<file path="src/rtl/wshb_arbiter.sv">
`default_nettype none
// ============================================================================
// Module   : wshb_arbiter
// Purpose  : Two-requester Wishbone arbiter sharing one SDRAM Wishbone port
//            between the VGA frame reader (requester 0) and the pattern
//            (mire) writer (requester 1). The VGA reader never drops cyc, so
//            ownership is taken back after MAX_BURST completed transfers
//            whenever the other requester is waiting.
// Ports    : wshb_clk_i / wshb_rst_n_i  clock, asynchronous active-low reset
//            vga_*      slave side, requester 0 (adr, dat_ms, dat_sm, sel,
//                       cti, bte, we, cyc, stb, ack, err, rty)
//            mire_*     slave side, requester 1 (same fields)
//            mst_*      master side towards the SDRAM controller
//            gnt_vga_o  requester 0 owns the bus (decoded from state reg)
//            gnt_mire_o requester 1 owns the bus (decoded from state reg)
// Revision : 1.0  initial release
// ============================================================================
module wshb_arbiter #(
  parameter int MAX_BURST = 16
) (
  input  logic        wshb_clk_i,
  input  logic        wshb_rst_n_i,
  // requester 0 : VGA reader
  input  logic [31:0] vga_adr_i,
  input  logic [31:0] vga_dat_ms_i,
  output logic [31:0] vga_dat_sm_o,
  input  logic [3:0]  vga_sel_i,
  input  logic [2:0]  vga_cti_i,
  input  logic [1:0]  vga_bte_i,
  input  logic        vga_we_i,
  input  logic        vga_cyc_i,
  input  logic        vga_stb_i,
  output logic        vga_ack_o,
  output logic        vga_err_o,
  output logic        vga_rty_o,
  // requester 1 : pattern writer
  input  logic [31:0] mire_adr_i,
  input  logic [31:0] mire_dat_ms_i,
  output logic [31:0] mire_dat_sm_o,
  input  logic [3:0]  mire_sel_i,
  input  logic [2:0]  mire_cti_i,
  input  logic [1:0]  mire_bte_i,
  input  logic        mire_we_i,
  input  logic        mire_cyc_i,
  input  logic        mire_stb_i,
  output logic        mire_ack_o,
  output logic        mire_err_o,
  output logic        mire_rty_o,
  // master : SDRAM controller
  output logic [31:0] mst_adr_o,
  output logic [31:0] mst_dat_ms_o,
  input  logic [31:0] mst_dat_sm_i,
  output logic [3:0]  mst_sel_o,
  output logic [2:0]  mst_cti_o,
  output logic [1:0]  mst_bte_o,
  output logic        mst_we_o,
  output logic        mst_cyc_o,
  output logic        mst_stb_o,
  input  logic        mst_ack_i,
  input  logic        mst_err_i,
  input  logic        mst_rty_i,
  // grants
  output logic        gnt_vga_o,
  output logic        gnt_mire_o
);

  localparam int CW = $clog2(MAX_BURST + 1);
  localparam logic [CW-1:0] BURST_LAST = CW'(MAX_BURST);
  localparam logic [CW-1:0] CNT_ONE    = CW'(1);
  // encoding of the round-robin pointer: last owner served
  localparam logic LAST_VGA  = 1'b0;
  localparam logic LAST_MIRE = 1'b1;

  typedef enum logic [1:0] {
    IDLE     = 2'd0,
    OWN_VGA  = 2'd1,
    OWN_MIRE = 2'd2
  } state_t;

  state_t        state_q, state_d;
  logic [CW-1:0] cnt_q, cnt_d;
  logic          last_q, last_d;

  logic          req_vga, req_mire;
  logic          own_mire, own_req, oth_req, own_stb, xfer_end;
  logic [CW-1:0] cnt_inc;
  state_t        other_own;

  assign req_vga  = vga_cyc_i & vga_stb_i;
  assign req_mire = mire_cyc_i & mire_stb_i;

  // Owner-relative view so both OWN states share one set of rules.
  assign own_mire  = (state_q == OWN_MIRE);
  assign own_req   = own_mire ? req_mire : req_vga;
  assign oth_req   = own_mire ? req_vga : req_mire;
  assign own_stb   = own_mire ? mire_stb_i : vga_stb_i;
  assign other_own = own_mire ? OWN_VGA : OWN_MIRE;
  // rty retries the same transfer, so only ack/err consume budget
  assign xfer_end  = (mst_ack_i | mst_err_i) & own_stb;
  assign cnt_inc   = cnt_q + CNT_ONE;

  always_ff @(posedge wshb_clk_i or negedge wshb_rst_n_i) begin
    if (!wshb_rst_n_i) begin
      state_q <= IDLE;
      cnt_q   <= '0;
      last_q  <= LAST_MIRE;
    end else begin
      state_q <= state_d;
      cnt_q   <= cnt_d;
      last_q  <= last_d;
    end
  end

  always_comb begin
    state_d = state_q;
    cnt_d   = cnt_q;
    last_d  = last_q;
    case (state_q)
      IDLE: begin
        // On a tie the requester that was not served last wins.
        if (req_vga && (!req_mire || last_q == LAST_MIRE)) begin
          state_d = OWN_VGA;
        end else if (req_mire) begin
          state_d = OWN_MIRE;
        end
      end
      OWN_VGA, OWN_MIRE: begin
        if (xfer_end) begin
          if (cnt_inc == BURST_LAST) begin
            // Budget spent: reload, and hand over straight away if the
            // other side is waiting (no IDLE bubble).
            cnt_d = '0;
            if (oth_req) begin
              state_d = other_own;
              last_d  = own_mire ? LAST_MIRE : LAST_VGA;
            end
          end else begin
            cnt_d = cnt_inc;
          end
        end else if (!own_req) begin
          cnt_d   = '0;
          last_d  = own_mire ? LAST_MIRE : LAST_VGA;
          state_d = oth_req ? other_own : IDLE;
        end
      end
      default: state_d = IDLE;
    endcase
  end

  // Request/response steering is purely combinational from the state so the
  // arbiter adds no latency to the slave's ack path.
  always_comb begin
    mst_adr_o    = '0;
    mst_dat_ms_o = '0;
    mst_sel_o    = '0;
    mst_cti_o    = '0;
    mst_bte_o    = '0;
    mst_we_o     = 1'b0;
    mst_cyc_o    = 1'b0;
    mst_stb_o    = 1'b0;
    vga_ack_o    = 1'b0;
    vga_err_o    = 1'b0;
    vga_rty_o    = 1'b0;
    mire_ack_o   = 1'b0;
    mire_err_o   = 1'b0;
    mire_rty_o   = 1'b0;
    case (state_q)
      OWN_VGA: begin
        mst_adr_o    = vga_adr_i;
        mst_dat_ms_o = vga_dat_ms_i;
        mst_sel_o    = vga_sel_i;
        mst_cti_o    = vga_cti_i;
        mst_bte_o    = vga_bte_i;
        mst_we_o     = vga_we_i;
        mst_cyc_o    = vga_cyc_i;
        mst_stb_o    = vga_stb_i;
        vga_ack_o    = mst_ack_i;
        vga_err_o    = mst_err_i;
        vga_rty_o    = mst_rty_i;
      end
      OWN_MIRE: begin
        mst_adr_o    = mire_adr_i;
        mst_dat_ms_o = mire_dat_ms_i;
        mst_sel_o    = mire_sel_i;
        mst_cti_o    = mire_cti_i;
        mst_bte_o    = mire_bte_i;
        mst_we_o     = mire_we_i;
        mst_cyc_o    = mire_cyc_i;
        mst_stb_o    = mire_stb_i;
        mire_ack_o   = mst_ack_i;
        mire_err_o   = mst_err_i;
        mire_rty_o   = mst_rty_i;
      end
      default: ;
    endcase
  end

  // Read data needs no steering: only the owner can be waiting on it.
  assign vga_dat_sm_o  = mst_dat_sm_i;
  assign mire_dat_sm_o = mst_dat_sm_i;

  assign gnt_vga_o  = (state_q == OWN_VGA);
  assign gnt_mire_o = (state_q == OWN_MIRE);

endmodule
`default_nettype wire

</file>
<file path="config.mk">
export PLATFORM = sky130hd
export DESIGN_NAME = wshb_arbiter
export DESIGN_NICKNAME = d
export VERILOG_FILES = /design/src/rtl/wshb_arbiter.sv
export SDC_FILE = /design/constraint.sdc
export NUM_CORES = 1
export LEC_CHECK = 0
export BUFFER_PORTS_ARGS = -buffer_cell sky130_fd_sc_hd__buf_2
export CORE_AREA = 2 2 132 134
export CTS_CLUSTER_SIZE = 24
export DETAILED_ROUTE_END_ITERATION = 8
export DIE_AREA = 0 0 134 136
export PLACE_DENSITY = 0.57
export REMOVE_ABC_BUFFERS = 1
export SYNTH_ARGS = -nofsm -noshare
export SYNTH_HDL_FRONTEND = slang
export SYNTH_SLANG_ARGS = --single-unit
</file>
<file path="constraint.sdc">
create_clock -name wshb_clk_i -period 1.7 [get_ports wshb_clk_i]
set_input_delay 0.085 -clock wshb_clk_i [delete_from_list [all_inputs] [get_ports wshb_clk_i]]
set_output_delay 0.085 -clock wshb_clk_i [all_outputs]
set_load 0.05 [all_outputs]
</file>
==> results.py <==
metrics = {
    "yosys": {
        "syn_area_per_cell_um2": 7.162,
        "ys_ff_latch": 8,
        "seq_area_frac_synth": 0.08817,
        "synth_cells": 319,
        "synth_cell_types": 34,
        "netlist_area_um2": 2285,
        "ys_warn_count": 0,
    },
    "min_path": {
        "worstHoldPathType": "in2out",
    },
    "worst_setup_path": {
        "end_kind": "primary output",
        "crit_family": "buffers and inverters",
        "rr_startpoint": "state_q[0]",
        "crit_fanout": 42,
        "path_depth": 6,
        "worstPathCellList": "inv_2, buf_6, ha_4, buf_12, nor2b_1, buf_6",
        "cp-start-kind": "register",
        "cp_common_cell": "buf_6",
        "reg2reg_slack_ns": -0.05,
        "endpoint": "mst_dat_ms_o[11]",
        "critPathBufInv": 4,
        "crit_start": "state_q[0]",
        "reg2reg_to": "state_q[0]",
        "arrival_ns": 1.69,
        "slowest_stage": "dfrtp_1",
        "path_class": "reg2out",
        "max_stage_delay_ns": 0.36,
        "r2r.worst_path.cells": 7,
        "critPathRequiredTime_ns": 1.62,
    },
    "clock_network": {
        "cts_buffer_depth": 2,
        "cts_buffers": 3,
        "clk_latency_ns": 0.24,
        "cts_sinks": 8,
        "clk_pin_slew_ns": 0.03,
        "cts_tree": "yes",
        "cts-root-buf": "clkbuf_16",
        "htreeDepth": 1,
    },
    "floorplanning": {
        "start_util": 0.1354,
        "die_w_um": 134,
        "die_area_um2": 18220,
        "core-area_um2": 16880,
        "pin_count": 337,
        "rows": 48,
        "die_h_um": 136,
    },
    "cells_and_area": {
        "nNetsFinal": 707,
        "area_growth_syn_to_layout_pct": 109.2,
        "num_antenna_cells": 0,
        "multiInputGateArea_um2": 1874,
        "drive_gt1_frac": 0.7305,
        "design_area_um2": 4780,
        "fillers": 1779,
        "seqCellArea_um2": 202.7,
    },
    "timing": {
        "max_freq_ghz": 0.5628,
        "tns_ns": -2.886,
        "setup_viol": 72,
        "finalCritPeriodShare": 1.045,
        "final_max_slew_viol_count": 0,
        "finalHoldViolCount": 0,
        "fin_ws_ns": -0.07673,
        "worst_pin_slew_ns": 0.2251,
        "finalCriticalPeriod_ns": 1.777,
        "whs_ns": 0.1704,
        "clock_skew_ns": 0.007105,
        "rsz0062_at_grt": "yes",
        "relSlewSlack": 0.8469,
    },
    "grt": {
        "grt_pass1_wl_um": 18130,
        "grt_max_degree": 43,
        "antenna_found_initial": 0,
        "grtUsageTotal": 0.1324,
        "grt_overflow": 0,
        "grt_pass1_vias": 2983,
    },
    "place": {
        "numPortBuffers": 240,
        "routabilityCongestion": 0.8405,
        "dp_hpwl_um": 9669,
        "place_ws_ns": -0.1202,
        "dpl_cell_area_um2": 3416,
    },
    "status": {
        "outcome": "complete, but fails checks",
        "violations": "setup timing",
    },
    "drt": {
        "avgViaCountPerCell": 4.422,
        "dr.pass1.iters": 4,
        "dr.first_iter.drc_count": 133,
        "drt.antenna.violating_nets": 0,
        "drcViolationCount": 0,
        "drt-total-wl_um": 14490,
        "wl_per_cell_um": 19.66,
        "route.vias.total": 3259,
    },
    "pwr": {
        "vdd_drop_max_mv": 0.7955,
        "pwr_density_cell_nw_per_um2": 2103,
        "p_leak_nw": 2.107,
    },
    "job": {
        "maxCapViolations": 0,
    },
}
## placed cells by master, fill, tap and decap left out, drive strengths merged, types with 2 or more instances in the layout
cell,instances
mux2,4
nand2,6
nand3,7
nor2,4
a21oi,2
o21ai,13
and2,7
a22oi,76
clkbuf,8
inv,4
ha,5
nor2b,78
buf,276
dfrtp,7
## kinds of logic after synthesis
family	Yosys count	share of synthesized area
and+or+nand+nor	106	0.2809
AOI/OAI and AO/OA	99	0.3127
buffers and inverters	96	0.2667
DFF	8	0.08817
muxes	5	0.02410
adders and majority gates	5	0.02738
## synthesized netlist by cell type
cell / number / area share
o21ai_2: 1 / 0.0038
and4_4: 1 / 0.0049
mux2_1: 3 / 0.015
o21bai_1: 1 / 0.0033
clkbuf_1: 26 / 0.043
dfrtp_1: 7 / 0.077
nand2_1: 6 / 0.0099
a32o_1: 1 / 0.0044
nor2b_1: 78 / 0.21
mux2i_1: 1 / 0.0044
nand3_1: 7 / 0.015
a311oi_1: 1 / 0.0038
o21ai_0: 10 / 0.022
inv_1: 4 / 0.0066
dfstp_2: 1 / 0.012
buf_6: 1 / 0.0049
and2_1: 7 / 0.019
a22oi_1: 76 / 0.25
o21ai_1: 2 / 0.0044
nor3_1: 1 / 0.0022
a31oi_1: 1 / 0.0027
nand3b_1: 1 / 0.0033
ha_1: 5 / 0.027
o21a_1: 1 / 0.0033
buf_4: 64 / 0.21
o2111ai_1: 1 / 0.0038
buf_2: 1 / 0.0022
a21o_1: 1 / 0.0033
and3_1: 1 / 0.0027
nor2_4: 1 / 0.0049
a22o_1: 1 / 0.0038
a21oi_1: 2 / 0.0044
nor2_1: 3 / 0.0049
mux2_2: 1 / 0.0049
## registers in the layout, indices dropped and copies added, names as in the netlist
register and flops:
cnt_q 5, state_q 2, last_q 1
## power by group
group	internal [mW]	switching, mW
Sequential	0.267	0.0690
Clock	0.313	0.0993
Combinational	4.15	5.15
## worst register-to-register path, cell delays in order (launching register included)
cell and delay (ns):
dfrtp_1 0.38, inv_2 0.09, ha_4 0.18, mux2i_2 0.28, nor2_4 0.07, o21ai_1 0.23
o21ai_4 0.10, mux2_4 0.30
## how the worst min path moves through the flow
stage	start	endpoint	cells after the start
after global routing	mst_dat_sm_i[5]	vga_dat_sm_o[5]	0
final	mst_dat_sm_i[12]	vga_dat_sm_o[12]	0
after global placement	wshb_rst_n_i	cnt_q[3]	1
after floorplan	wshb_rst_n_i	cnt_q[0]	0
after detailed placement	wshb_rst_n_i	cnt_q[3]	1
after CTS	mst_dat_sm_i[25]	mire_dat_sm_o[25]	0
## routing by layer
layer / up-vias / track usage / routed length, um
li1: 1463 / - / -
met1: 1534 / 0.1550 / 5660
met2: 242 / 0.1977 / 6481
met3: 16 / 0.08837 / 2064
met4: 4 / 0.01537 / 86
met5: - / 0.09167 / 195
## per-stage QoR
stage,cells,utilization,power [mW]
finish,737,0.2832,10.05
global route,737,0.2832,10.51
CTS,724,0.2507,8.682
detailed placement,710,0.2024,6.773
global placement,710,0.2024,6.750
floorplan,227,-,4.696
## final cells by class
| class | instances | share of cell area |
|---|---|---|
| multi-input cells | 215 | 0.3921 |
| flip-flops and latches | 8 | 0.04241 |
| clock buffers | 4 | 0.01649 |
| repair buffers | 281 | 0.4864 |
| inverters | 4 | 0.003665 |
| well taps | 225 | 0.05890 |
## timing repair
action,4_1_cts,5_1_grt
pin swaps,5,11
hold endpoints to repair,8,0
resized for setup,169,96
hold buffers,1,0
buffers inserted,4,6
endpoints found under the setup margin,84,81
gates cloned,5,7
Power figures use the tool's default switching activity.
